## src/rtl/branch_resolve_unit.sv

```systemverilog
`default_nettype none
// ============================================================================
// Module      : branch_resolve_unit
// Description : In-flight conditional-branch queue. Fetch pushes each
//               prediction {direction, history}; execute resolves the oldest.
//               Every resolution trains the predictor counter that made the
//               prediction. A misprediction flushes the pipeline, returns the
//               corrected global history and squashes every younger entry.
//               Also keeps saturating branch/miss statistics and a sticky
//               protocol-error flag.
// Revision    : 1.0 - initial release
// ============================================================================
module branch_resolve_unit #(
  parameter int BHT_WIDTH = 13,
  parameter int DEPTH     = 4,   // power of two, at least 2
  parameter int CNT_WIDTH = 32
) (
  input  logic                 clk,
  input  logic                 reset,
  input  logic                 PredValid,
  input  logic                 PredBP,
  input  logic [BHT_WIDTH-1:0] PredHist,
  input  logic                 ResValid,
  input  logic                 ResZero,
  output logic                 Flush,
  output logic [BHT_WIDTH-1:0] RecoverHist,
  output logic                 TrainValid,
  output logic [BHT_WIDTH-1:0] TrainIdx,
  output logic                 TrainTaken,
  output logic                 Full,
  output logic                 Empty,
  output logic [CNT_WIDTH-1:0] BranchCount,
  output logic [CNT_WIDTH-1:0] MissCount,
  output logic                 Err
);

  // Slot index width; pointers carry one extra wrap bit above it.
  localparam int AW = $clog2(DEPTH);

  localparam logic [AW:0]          PTR_ONE  = (AW+1)'(1);
  localparam logic [AW:0]          OCC_FULL = (AW+1)'(DEPTH);
  localparam logic [CNT_WIDTH-1:0] CNT_ONE  = CNT_WIDTH'(1);
  localparam logic [CNT_WIDTH-1:0] CNT_MAX  = '1;

  // Queue storage: predicted direction and the history that indexed it.
  logic                 bp_mem   [DEPTH];
  logic [BHT_WIDTH-1:0] hist_mem [DEPTH];

  logic [AW:0] rd_ptr;
  logic [AW:0] wr_ptr;
  logic [AW:0] occupancy;

  logic                 head_bp;
  logic [BHT_WIDTH-1:0] head_hist;
  logic                 do_pop;
  logic                 mispredict;
  logic                 do_push;
  logic                 push_overflow;
  logic                 pop_underflow;

  assign Empty = (occupancy == '0);
  assign Full  = (occupancy == OCC_FULL);

  assign head_bp   = bp_mem[rd_ptr[AW-1:0]];
  assign head_hist = hist_mem[rd_ptr[AW-1:0]];

  // A pop frees a slot in the same cycle, so a push into a full queue is legal
  // when paired with a valid pop. A mispredicting pop squashes everything,
  // including the branch arriving in that cycle, so that push is discarded
  // silently rather than treated as an overflow.
  assign do_pop        = ResValid & ~Empty;
  assign mispredict    = do_pop & (head_bp ^ ResZero);
  assign do_push       = PredValid & (~Full | do_pop) & ~mispredict;
  assign push_overflow = PredValid & Full & ~do_pop;
  assign pop_underflow = ResValid & Empty;

  // Entry storage carries no reset: slots are only read while occupied.
  always_ff @(posedge clk) begin
    if (do_push) begin
      bp_mem[wr_ptr[AW-1:0]]   <= PredBP;
      hist_mem[wr_ptr[AW-1:0]] <= PredHist;
    end
  end

  // Pointer and occupancy update; a misprediction empties the queue by
  // snapping the read pointer onto the write pointer.
  always_ff @(posedge clk) begin
    if (reset) begin
      rd_ptr    <= '0;
      wr_ptr    <= '0;
      occupancy <= '0;
    end else if (mispredict) begin
      rd_ptr    <= wr_ptr;
      occupancy <= '0;
    end else begin
      if (do_pop) begin
        rd_ptr <= rd_ptr + PTR_ONE;
      end
      if (do_push) begin
        wr_ptr <= wr_ptr + PTR_ONE;
      end
      case ({do_push, do_pop})
        2'b10:   occupancy <= occupancy + PTR_ONE;
        2'b01:   occupancy <= occupancy - PTR_ONE;
        default: occupancy <= occupancy;
      endcase
    end
  end

  // Registered training and recovery outputs, one cycle after the pop edge.
  always_ff @(posedge clk) begin
    if (reset) begin
      TrainValid  <= 1'b0;
      TrainIdx    <= '0;
      TrainTaken  <= 1'b0;
      Flush       <= 1'b0;
      RecoverHist <= '0;
    end else begin
      TrainValid <= do_pop;
      Flush      <= mispredict;
      if (do_pop) begin
        TrainIdx   <= head_hist;
        TrainTaken <= ResZero;
      end
      // Corrected history: the prediction's history shifted by the real outcome.
      if (mispredict) begin
        RecoverHist <= {head_hist[BHT_WIDTH-2:0], ResZero};
      end
    end
  end

  // Saturating resolution statistics.
  always_ff @(posedge clk) begin
    if (reset) begin
      BranchCount <= '0;
      MissCount   <= '0;
    end else begin
      if (do_pop && (BranchCount != CNT_MAX)) begin
        BranchCount <= BranchCount + CNT_ONE;
      end
      if (mispredict && (MissCount != CNT_MAX)) begin
        MissCount <= MissCount + CNT_ONE;
      end
    end
  end

  // Sticky protocol error: overflow push or resolve with nothing in flight.
  always_ff @(posedge clk) begin
    if (reset) begin
      Err <= 1'b0;
    end else if (push_overflow || pop_underflow) begin
      Err <= 1'b1;
    end
  end

endmodule
`default_nettype wire

```

## config.mk

```make
export PLATFORM = sky130hd
export DESIGN_NAME = branch_resolve_unit
export DESIGN_NICKNAME = d
export VERILOG_FILES = /design/src/rtl/branch_resolve_unit.sv
export SDC_FILE = /design/constraint.sdc
export NUM_CORES = 1
export LEC_CHECK = 0
export ABC_CLOCK_PERIOD_IN_PS = 5100
export CORE_MARGIN = 2
export CORE_UTILIZATION = 50
export DETAILED_ROUTE_END_ITERATION = 12
export PLACE_DENSITY_LB_ADDON = 0.25
export SETUP_SLACK_MARGIN = 0.5
export SYNTH_ARGS = -nofsm -noshare
export SYNTH_HDL_FRONTEND = slang
export SYNTH_SLANG_ARGS = --single-unit
```

## constraint.sdc

```tcl
create_clock -name clk -period 5.1 [get_ports clk]
set_input_delay 1.02 -clock clk [delete_from_list [all_inputs] [get_ports clk]]
set_output_delay 1.02 -clock clk [all_outputs]
set_load 0.05 [all_outputs]
```

## Yosys cells after proc, flatten, opt, wreduce, memory -nomap -nowiden

Memory sizes are Yosys's and may differ from the RTL's. A register that Yosys moved wholly into a read port is not among the register bits.
Cells that the tools add are included.

| word-level totals | value |
|---|---|
| logic and storage cells | 54 |
| memories kept | 2 |
| bits in registers | 103 |
| output and inout port bits | 96 |
| RAM bits | 56 |

| operators by class | value |
|---|---|
| multiplexer cells | 9 |
| bitwise gates (word level) | 13 |
| $add $sub $neg | 6 |
| reductions and logical operators | 8 |
| equal/unequal tests | 5 |

Memory list:

| name | depth | width | read ports | clocked after Yosys merged registers in | write ports | RTL line | text |
|---|---|---|---|---|---|---|---|
| hist_mem | 4 | 13 | 1 | 1 | 1 | 47 | `logic [BHT_WIDTH-1:0] hist_mem [DEPTH];` |
| bp_mem | 4 | 1 | 1 | 1 | 1 | 46 | `logic bp_mem [DEPTH];` |

Operators with widths:

| cell | number |
|---|---|
| 32-bit by 1-bit adder with 32-bit output, second input constant | 2 |
| 32-bit != test, second input constant | 2 |
| 3-bit by 1-bit adder with 3-bit output, second input constant | 3 |
| 2-bit two-way mux | 4 |
| 1-bit bitwise AND | 7 |
| 3-bit two-way mux | 2 |
| 3-bit case mux with 2 select lines | 1 |
| 1-bit inverter | 4 |
| 2-bit nonzero test | 2 |
| 3-bit equality test, second input constant | 1 |
| 3-bit logical NOT | 1 |
| 3-bit by 1-bit subtractor with 3-bit output, second input constant | 1 |
| 2-bit by 1-bit equality test with 1-bit output, second input constant | 1 |
| 2-bit equality test, second input constant | 1 |
| 1-bit logical AND | 2 |
| 1-bit two-way mux | 2 |
| 2-bit AND reduction | 1 |
| 2-bit OR reduction | 1 |
| 1-bit logical OR | 1 |
| 1-bit OR | 1 |
| 1-bit bitwise XOR | 1 |

## Logic depth before layout (Yosys ltp)

Gate-level depths: netlist of the first run.

| logic depth | value |
|---|---|
| depth in word-level cells | 8 |
| gate-level depth with buffers | 13 |
| gate-level depth less buffers | 11 |

## Least setup slack after synthesis of the first run

Ideal clock, no wire load.

| timing path | value |
|---|---|
| path type | in2reg |
| start point | in ResValid |
| end point | reg occupancy[2] |
| arrival | 2.869 ns |
| stages | 11 |
| setup time | 0.132 ns |
| path slack | 2.100 ns |
| cell sequence | o31ai_1 > inv_2 > clkbuf_1 > buf_1 > ha_1 > inv_1 > fa_1 > xor2_1 > nor2_1 > xnor2_1 > nor3_1 |

| between the ends | value |
|---|---|
| cells in the longest elaborated chain, start to end | 6 |
| elaborated cells between the ends (all ways) | 11 |
| those cells by class | 2 x eq/ne; 1 x mux; 6 x bitwise; 2 x reduce/logical |

RTL lines:

| element | RTL line | text |
|---|---|---|
| from (decl) | 23 | `input logic ResValid,` |
| 1-bit bitwise AND * | 71 | `assign do_pop = ResValid & ~Empty;` |
| via do_pop | 55 | `logic do_pop;` |
| 1-bit OR / 1-bit bitwise AND (equally long branches) | 73, 72 |  |
| 1-bit bitwise AND / 1-bit inverter (equally long branches) | n/a |  |
| 1-bit bitwise AND | 73 | `assign do_push = PredValid & (~Full \| do_pop) & ~mispredict;` |
| 2-bit by 1-bit equality test with 1-bit output / 2-bit equality test (equally long branches) | 102 | `case ({do_push, do_pop})` |
| 3-bit case mux with 2 select lines / 2-bit nonzero test (equally long branches) | n/a |  |
| to (signal assigned) | 103 | `2'b10: occupancy <= occupancy + PTR_ONE;` |
| to (signal assigned) | 104 | `2'b01: occupancy <= occupancy - PTR_ONE;` |
| to (signal assigned) | 105 | `default: occupancy <= occupancy;` |
| to (decl) | 51 | `logic [AW:0] occupancy;` |

Mark *: on every way through the listed nets, which the timed path passes. The rest lies on a longest branch.
A chain may end at the register's enable or synchronous reset.

## Worst setup path in the final report of the first run

| timing path | value |
|---|---|
| start point | in ResValid |
| end point | reg MissCount[9] |

| between the ends | value |
|---|---|
| cells in the longest elaborated chain, start to end | 3 |

RTL lines:

| element | RTL line | text |
|---|---|---|
| 1-bit bitwise AND | 71 |  |
| 1-bit bitwise AND | 72 | `assign mispredict = do_pop & (head_bp ^ ResZero);` |
| 1-bit logical AND | 141 | `if (mispredict && (MissCount != CNT_MAX)) begin` |
| to (signal assigned) | 142 | `MissCount <= MissCount + CNT_ONE;` |
| to (decl) | 33 | `output logic [CNT_WIDTH-1:0] MissCount,` |

Every way passes these cells.

==> results.toml, run 1 <==
[job]
cap_violations = 0

[synth]
yosysSeqAreaShare = 0.5374
synth_commonest_cells = "103 x dfxtp_1, 85 x nand2_1, 71 x a21oi_1, 56 x edfxtp_1, 33 x nor2_1"
ys_async_sr_fraction = 0
yosys-top-cells-area = "dfxtp_1 30%, edfxtp_1 24%, a21oi_1 5.1%"
netlist.area_leader.share = 0.2960
syn_inst = 668
syn_area_per_cell_sq_um = 10.43
synth_top_area_cell = "dfxtp_1"
ys.flop_type = "dfxtp_1"
synth_area_sq_um = 6967
synth-edff-count = 56
syn_nets = 695
yosys_warnings = 0
ys_seq_elements = 159
synth.most_common_cell = "dfxtp_1"
synth_cell_types = 62

[clock_network]
ctsHoldBuffers = 0
root_buffer = "clkbuf_16"
clkTransAtPathRegs_ns = 0.07
ctsResizeCount = 0
clkLatencyLatePin_ns = 0.43
cts_made_buffers = 17
cts_setup_buffers = 0
cts.sinks = 159
clk_path_buf_depth = 2
cts-htree-levels = 4
cts_tree = "built"

[critical_path]
critPathKind = "in -> reg"
cp.arrival_ns = 3.92
required_ns = 5.41
startpoint_type = "primary input"
critPathTopFamily = "simple AND/OR/NAND/NOR gates"
cp_num_buf_inv = 3
cp_slowest_cell = "nand2_1"
endpoint_kind = "flop"
critPathMaxStageDelay_ns = 0.71
cp_max_fo = 29
worstPathCellList = "clkdlybuf4s50_1, o31ai_4, buf_4, inv_2, nand2_1, nor4b_1, mux2_1"

[pwr]
powerDensity_nw_per_um2 = 424.1
irDropWorstVdd_mv = 0.2889
p_leak_nw = 2.812
p_total_mw = 3.729

[detailed_routing]
drt_iter0_markers = 467
vias_per_cell = 5.775
drt-total-wl_microns = 16330
routed-via-count = 5550
drc_errors = 0
drtAntennaViolNets = 0
drtPass1Iterations = 5
wl_per_cell_microns = 16.99

[global_routing]
grt_remaining_overflow = 0
grt_use_total = 0.2262
antenna_found_initial = 0
grt_pass1_vias = 5324
grt_max_degree = 85
grt_pass1_wl_microns = 26190

[die]
die_h_microns = 122.0
dieArea_sq_um = 14890
die_w_microns = 122.0
fp-row-count = 43
start_util = 0.5078
ios = 115
coreArea_sq_um = 13720

[status]
outcome = "complete, no violations"

[min_path]
hold_class = "reg -> reg"

[sta]
clock-skew-final_ns = 0.01121
finalCriticalPeriod_ns = 3.610
rsz0062_at_grt = "false"
fmax_mhz = 277.0
worst_slew_pin_slew_ns = 0.9573
timing.final.crit_share = 0.7079
finalSetupViolations = 0
slew_violations = 0
maxSlewHeadroom = 0.3602
setup_tns_ns = 0
layout_setup_ws_ns = 1.490
finalHoldViolCount = 0

[place]
port_buffers = 114
routabilityCongestion = 0.8555
dp_slack_ns = 1.070
hpwl_microns = 10750

[layout]
synthToLayoutAreaGrowth_pct = 26.22
final_layout_size_suffix_gt1_frac = 0.09091
fill_cells = 1064
layout.nets = 795
diodes = 0
-- power by group --
part / internal [mW] / leakage [nW] / switching (mW)
registers: 1.46 / 1.35 / 0.0967
clock network: 0.688 / 0.282 / 0.549
logic: 0.313 / 1.18 / 0.620
-- metal layers --
metal	part of all wire	track usage	up-vias	routed length, microns
met2	0.50	0.3844	169	8150
li1	-	-	2677	-
met5	0	0	-	0
met1	0.43	0.2889	2689	7017
met4	0.0091	0.06034	0	149
met3	0.062	0.05618	15	1007
-- per-stage QoR --
step / hold slack [ns] / cells / utilization / instance area (sq um)
6_report: 0.4593 / 961 / 0.6409 / 8793
4_1_cts: 0.4610 / 961 / 0.6404 / 8786
2_1_floorplan: 0.4509 / 668 / - / 6967
3_5_place_dp: 0.4519 / 929 / 0.5985 / 8210
3_3_place_gp: 0.4433 / 929 / 0.5985 / 8210
5_1_grt: 0.4888 / 961 / 0.6409 / 8793
-- flip-flops by register name, indices dropped and copies added (netlist names), named ones only --
name         flops
occupancy        3
Err              1
rd_ptr           2
MissCount       32
Flush            1
bp_mem           4
RecoverHist     13
wr_ptr           2
hist_mem        52
TrainIdx        13
TrainTaken       1
BranchCount     32
TrainValid       1
-- placed cells by master (no fill, tap or decap), drive strengths merged, types with 17 or more instances in the layout --
cell type,count
or3,18
edfxtp,56
a21oi,73
inv,29
clkdlybuf4s50,113
nand4,20
nand3,23
o21ai,22
clkbuf,17
dfxtp,103
nor2,33
or4,20
nand2,85
o31ai,21
-- cells by family (layout without fill, tap and decap cells) --
logic type / after synthesis / count (layout) / synth area share
AND/OR/NAND/NOR: 267 / 267 / 0.2065
flip-flops: 159 / 159 / 0.5374
AO/OA/AOI/OAI: 137 / 137 / 0.1237
buffers and inverters: 58 / 171 / 0.03574
multiplexers: 23 / 23 / 0.05999
XOR/XNOR: 16 / 16 / 0.02119
adder cells (fa/ha/maj): 8 / 8 / 0.01544
-- worst paths after layout --
kind,slack [ns],cells past startpoint,endpoint,startpoint
max,1.49,7,MissCount[9]$_SDFFE_PP0P_,ResValid
min,0.46,2,RecoverHist[4]$_SDFFE_PP0P_,RecoverHist[4]$_SDFFE_PP0P_
max reg2reg,1.54,5,MissCount[9]$_SDFFE_PP0P_,flop
min reg2reg,0.46,2,RecoverHist[4]$_SDFFE_PP0P_,RecoverHist[4]$_SDFFE_PP0P_
-- worst reg2reg max path, stage by stage (launching register included) --
cell     delay, ns
dfxtp_1       0.80
mux4_2        0.47
xor2_2        0.55
nand2_1       0.75
nor4b_1       0.53
mux2_1        0.35
-- area by class of cell --
type | instances | area [sq um] | share of cell area
tap | 180 | 225.2 | 0.02561
clock buffer | 17 | 425.4 | 0.04838
clock inverter | 15 | 150.1 | 0.01707
sequential | 159 | 3744 | 0.4257
multi-input combinational | 451 | 3002 | 0.3413
inverter | 21 | 78.83 | 0.008964
timing repair buffer | 118 | 1169 | 0.1329
Power figures use the tool's default switching activity.
==> run 2: changes to the inputs <==
- ABC_CLOCK_PERIOD_IN_PS: 5100 -> 3100
- CORE_UTILIZATION: 50 -> 48
- clock period: 5.1 -> 3.1 ns (I/O delays scaled with it)
==> run 2 against run 1 <==
Total power rose by 65%. Clock-buffer cell count rose by 1. Sequential power rose by 63%. Routed wire length fell by 1.5%. Clock skew rose by 0.0013 ns. Utilization fell by 2.0 points. Setup slack got worse by 0.87 ns. Via count rose by 2.3%. Combinational power rose by 75%.
==> results.toml, run 2 (synthesis gave the netlist of run 1 again) <==
[clock_network]
clkTransAtPathRegs_ns = 0.07
root_buffer = "clkbuf_16"
clkLatencyLatePin_ns = 0.43
cts_made_buffers = 17
clk_path_buf_depth = 2
ctsHoldBuffers = 0
cts_tree = "built"
cts-htree-levels = 4
cts.sinks = 159

[die]
die_h_microns = 124.5
fp-row-count = 44
die_w_microns = 124.5
dieArea_sq_um = 15490
coreArea_sq_um = 14370
start_util = 0.4848
ios = 115

[critical_path]
required_ns = 3.39
reg2reg_depth = 11
cp.arrival_ns = 2.77
r2r_start = "bp_mem[3]$_DFFE_PP_"
critPathKind = "reg -> reg"
critPathMaxStageDelay_ns = 0.55
reg2reg_slack_ns = 0.62
cp_slowest_cell = "mux4_2"
r2r_end = "occupancy[2]$_SDFFE_PP0P_"
worstPathCellList = "mux4_2, xor2_4, a21oi_4, inv_1, ha_2, inv_1, fa_2, xor2_1, nor2_1, xnor2_1, nor3_1"
cp_num_buf_inv = 2
startpoint_type = "flop"
endpoint_kind = "flop"
cp_max_fo = 4
critPathTopFamily = "multiplexers"
critPathMostFrequentCell = "inv_1"

[detailed_routing]
routed-via-count = 5679
wl_per_cell_microns = 16.39
drt-total-wl_microns = 16080
drtPass1Iterations = 5
drtAntennaViolNets = 0
vias_per_cell = 5.789
drc_errors = 0
drt_iter0_markers = 419

[pwr]
p_sw_mw = 2.114
switching_share = 0.3426
p_leak_nw = 2.898
powerDensity_nw_per_um2 = 691.1
p_clk_frac = 0.323
irDropWorstVdd_mv = 0.4913
comb_power_share = 0.264
pwr-share-seq = 0.413
intPower_mw = 4.056

[layout]
final_layout_size_suffix_gt1_frac = 0.1129
layout_common_cells = "111 x clkdlybuf4s50_1, 102 x dfxtp_1, 85 x nand2_1"
largest_reg_flops = 52
diodes = 0
layout.nets = 811
stdcell_area_sq_um = 8929
fin_util = 0.6214
fin_cells = 981
final_common_cell = "clkdlybuf4s50_1"
synthToLayoutAreaGrowth_pct = 28.16

[global_routing]
grt_pass1_vias = 5324
grt_use_total = 0.2096
grt_pass1_wl_microns = 26390
grt_remaining_overflow = 0
grt_max_degree = 70
antenna_found_initial = 0

[place]
port_buffers = 114
hpwl_microns = 11230
routabilityCongestion = 0.8386
dp.cells = 945
placed_area_sq_um = 8318

[sta]
finalCriticalPeriod_ns = 2.477
finalHoldViolCount = 0
clock-skew-final_ns = 0.01247
finalSetupViolations = 0
fmax_mhz = 403.7
worst_slew_pin_slew_ns = 0.7207
maxSlewHeadroom = 0.5071
setup_tns_ns = 0
timing.final.crit_share = 0.7991
rsz0062_at_grt = "false"
slew_violations = 0

[job]
cap_violations = 0

[min_path]
hold_class = "reg -> reg"
min_to = "RecoverHist[1]$_SDFFE_PP0P_"
min_from = "RecoverHist[1]$_SDFFE_PP0P_"
hold_depth = 2

[status]
outcome = "complete, no violations"
-- run 2: cell types whose count changed in the layout (fill, tap and decap cells not counted), sizes merged --
cell,change
inv,+3
clkinvlp,-1
dlygate4sd2,+2
buf,+16
clkdlybuf4s50,-2
bufinv,-1
clkbuf,+1
clkinv,-2
-- run 2: metrics by stage --
stage	setup WS [ns]	total power, mW	hold WS, ns
after floorplan	0.4981	3.663	0.4509
after global placement	0.2178	4.153	0.4460
after detailed placement	0.1014	4.194	0.4464
after CTS	0.5640	6.202	0.4560
after global routing	0.5122	6.445	0.4835
final	0.6228	6.170	0.4580
-- run 2: worst max-delay path by stage --
stage | depth (start not counted) | startpoint | endpoint
5_1_grt | 11 | bp_mem[3]$_DFFE_PP_ | occupancy[2]$_SDFFE_PP0P_
4_1_cts | 11 | flop | occupancy[2]$_SDFFE_PP0P_
6_report | 11 | bp_mem[3]$_DFFE_PP_ | occupancy[2]$_SDFFE_PP0P_
2_1_floorplan | 13 | flop | occupancy[2]$_SDFFE_PP0P_
3_5_place_dp | 11 | ResZero | occupancy[2]$_SDFFE_PP0P_
3_3_place_gp | 11 | ResZero | occupancy[2]$_SDFFE_PP0P_
-- run 2: timing repair --
action                                  in CTS  in global routing
gates resized for setup                      3                  2
pin swaps                                    1                  0
cloned                                       0                  0
buffers inserted                             3                  1
endpoints found under the setup margin      11                  7
-- run 2: worst reg2reg max path, cell delays in order, from the launching register on --
cell	delay [ns]
edfxtp_1	0.36
mux4_2	0.55
xor2_4	0.24
a21oi_4	0.08
inv_1	0.06
ha_2	0.18
inv_1	0.06
fa_2	0.34
xor2_1	0.15
nor2_1	0.13
xnor2_1	0.13
nor3_1	0.06
-- run 2: area by class of cell --
cell class | count | area, sq um
Clock buffer | 18 | 429.2
Multi-Input combinational cell | 451 | 3025
Clock inverter | 14 | 133.9
Sequential cell | 159 | 3745
Tap cell | 184 | 230.2
Inverter | 21 | 78.83
Fill cell | 1157 | 5440
Timing Repair Buffer | 134 | 1286
-- run 2: power groups by stage --
stage,clock (mW),sequential (mW),combinational [mW]
6_report,1.99,2.55,1.63
5_1_grt,2.12,2.58,1.74
4_1_cts,2.03,2.55,1.63
3_5_place_dp,0,2.59,1.60
3_3_place_gp,0,2.58,1.57
2_1_floorplan,0,2.91,0.757
-- run 2: routing by layer --
layer  GRT usage  vias to the layer above  share of wire
li1            -                     2704              -
met3     0.04725                       23          0.050
met2      0.3520                      187           0.50
met1      0.2681                     2765           0.44
met5           0                        -              0
met4     0.07138                        0          0.018
==> variant: new RTL, config.mk and constraints of run 2 <==
Reset style: asynchronous (`reset`), changed in 4 clocked blocks.
--- a/src/rtl/branch_resolve_unit.sv
+++ b/src/rtl/branch_resolve_unit.sv
@@ -85,5 +85,5 @@
   // Pointer and occupancy update; a misprediction empties the queue by
   // snapping the read pointer onto the write pointer.
-  always_ff @(posedge clk) begin
+  always_ff @(posedge clk or posedge reset) begin
     if (reset) begin
       rd_ptr    <= '0;
@@ -109,5 +109,5 @@
 
   // Registered training and recovery outputs, one cycle after the pop edge.
-  always_ff @(posedge clk) begin
+  always_ff @(posedge clk or posedge reset) begin
     if (reset) begin
       TrainValid  <= 1'b0;
@@ -131,5 +131,5 @@
 
   // Saturating resolution statistics.
-  always_ff @(posedge clk) begin
+  always_ff @(posedge clk or posedge reset) begin
     if (reset) begin
       BranchCount <= '0;
@@ -146,5 +146,5 @@
 
   // Sticky protocol error: overflow push or resolve with nothing in flight.
-  always_ff @(posedge clk) begin
+  always_ff @(posedge clk or posedge reset) begin
     if (reset) begin
       Err <= 1'b0;
Function: differs if reset is asserted again (counterexample within 4 cycles, from zero or initial values and one cycle with reset high); with reset held inactive, the same outputs for 10 cycles.
==> variant against run 2 <==
  * Design area shrank 0.88%
  * Area after synthesis shrank 2.2%
  * Total power grew 26%
  * Setup slack lost 16 ps
  * Combinational power grew 80%
  * Synthesized cell count shrank 22%
  * Core utilization grew 1.6 points
  * Sequential cell count shrank 2
  * Non-clock buffer count grew 1
  * Worst hold slack gained 27 ps
  * Wire length shrank 12%
  * Largest cell class unchanged
  * Largest power group unchanged
  * Highest routed layer unchanged
==> variant: results (changes against run 2) <==
[run_status]
status = finished clean

[power_and_ir_drop]
leakage_nw = 3.58  ; +23%
pg_seq_mw = 2.93  ; +15%
peakVddDrop_mv = 0.523  ; +6.4%
power_switching_share_pct = 38.8  ; +4.5 points
switchingPower_mw = 3.02  ; +43%
comb_power_mw = 2.93  ; +80%

[clocking]
cts_buffers = 17  ; unchanged
cts_setup_buffers = 0  ; -3
htree_levels = 4  ; unchanged

[sta]
clock_skew_ps = 5.97  ; -6.50 ps
tightest_slew_ps = 757  ; +36.5 ps

[drt]
wl_met3_um = 761  ; -5.7%
wl_met2_um = 6880  ; -14%
via_count = 4635  ; -18%
met1_length_um = 6320  ; -9.8%
dr.pass1.iters = 4  ; -1
viasPerCell = 5.45  ; -5.9%
drt-initial-drc-count = 339  ; -19%
wl_per_cell_um = 16.7  ; +1.9%

[final_layout]
layout-drive-gt1-share_pct = 13.7  ; +2.4 points
fillerInstances = 1068  ; -7.7%
num-nets-final = 684  ; -16%

[logic_synthesis]
ys_seq_area_share_pct = 61.7  ; +8.0 points
synthArstFlopShare_pct = 64.3  ; +64 points
ys_types = 50  ; -19%
synthTopCellsByCount = dfrtp_1 (101), nand2_1 (69), edfxtp_1 (56), xnor2_1 (43), nand3_1 (29)
yosys-top-cells-area = dfrtp_1 (37%), edfxtp_1 (25%), xnor2_1 (5.5%)
syn_area_per_cell_um2 = 13.1  ; +25%
syn_nets = 548  ; -21%
synthFlopType = dfrtp_1

[setup_path]
cp_max_fo = 13  ; +9
critPathArrivalTime_ps = 2800  ; +30 ps
cp_slowest_cell = o31ai_4
slowest_delay_ps = 550  ; about the same

[placement]
gp_congestion = 0.827  ; -1.4%
dp_cells = 819  ; -13%
hpwl_um = 10000  ; -11%
io_buffer_count = 114  ; unchanged
pre_cts_ws_ps = 185  ; +83.6 ps
dpl_cell_area_um2 = 8300  ; -0.21%

[global_route]
grt_max_degree = 52  ; -26%
met1_usage_pct = 27.2  ; +0.42 points
first_global_vias = 4513  ; -15%
grt_util_met3_pct = 4.70  ; -0.020 points
grt_util_met2_pct = 31.2  ; -4.0 points
grt_pass1_wl_um = 23000  ; -13%
grt.total_usage_pct = 19.9  ; -1.0 points

## variant: changes by cell type in the layout (fill, tap and decap cells not counted), sizes merged, moves of 11 or more
cell,change
nor2,-11
a21oi,-70
or3,-17
dfrtp,+101
inv,-20
dfxtp,-103
xnor2,+33
nand2,-16
o31ai,-20
xor2,+17
or4,-18
o21ai,-17
## variant: what timing repair did
| item | in CTS | in global routing |
|---|---|---|
| endpoints found under the setup margin | 2 | 6 |
| gates resized for setup | 2 | 5 |
| pin swaps | 0 | 1 |
| gates cloned | 0 | 0 |
## variant: path summary, 6_finish.rpt
path,slack (ps),to,start,cells after the start
worst min register to register,480,TrainIdx[10],TrainIdx[10],2
worst min-delay path,480,TrainIdx[10],TrainIdx[10],2
min in group asynchronous,680,BranchCount[25],reset,2
worst max register to register,610,occupancy[2],occupancy[2],9
worst max-delay path,610,occupancy[2],occupancy[2],9
max in group asynchronous,1720,MissCount[0],reset,3
## variant: layout make-up
cell class,count,area (um^2),share of cell area (%)
clock buffers,20,447,5.05
clock inverters,12,101,1.15
inverters,6,26.3,0.297
multi-input cells,341,2530,28.6
flip-flops and latches,157,4210,47.6
well taps,180,225,2.54
repair buffers,135,1310,14.8
## variant: critical path, delay by kind of cell, from the launching register on
| family | cells | cell delay (ps) |
|---|---|---|
| AOI/OAI and AO/OA | 5 | 1170 |
| buffers and inverters | 1 | 260 |
| adders and majority gates | 1 | 220 |
| DFF | 1 | 490 |
| and+or+nand+nor | 1 | 60 |
| xor gates and xnor gates | 1 | 160 |
## variant: kinds of logic after synthesis
kind of cell             Yosys count  synth area share, %
multiplexers                      28                 7.27
adder cells (fa/ha/maj)            7                 1.28
AO/OA/AOI/OAI                     25                 2.70
XOR/XNOR                          66                 8.76
buffers and inverters             24                 1.60
AND/OR/NAND/NOR                  215                 16.6
flip-flops                       157                 61.7
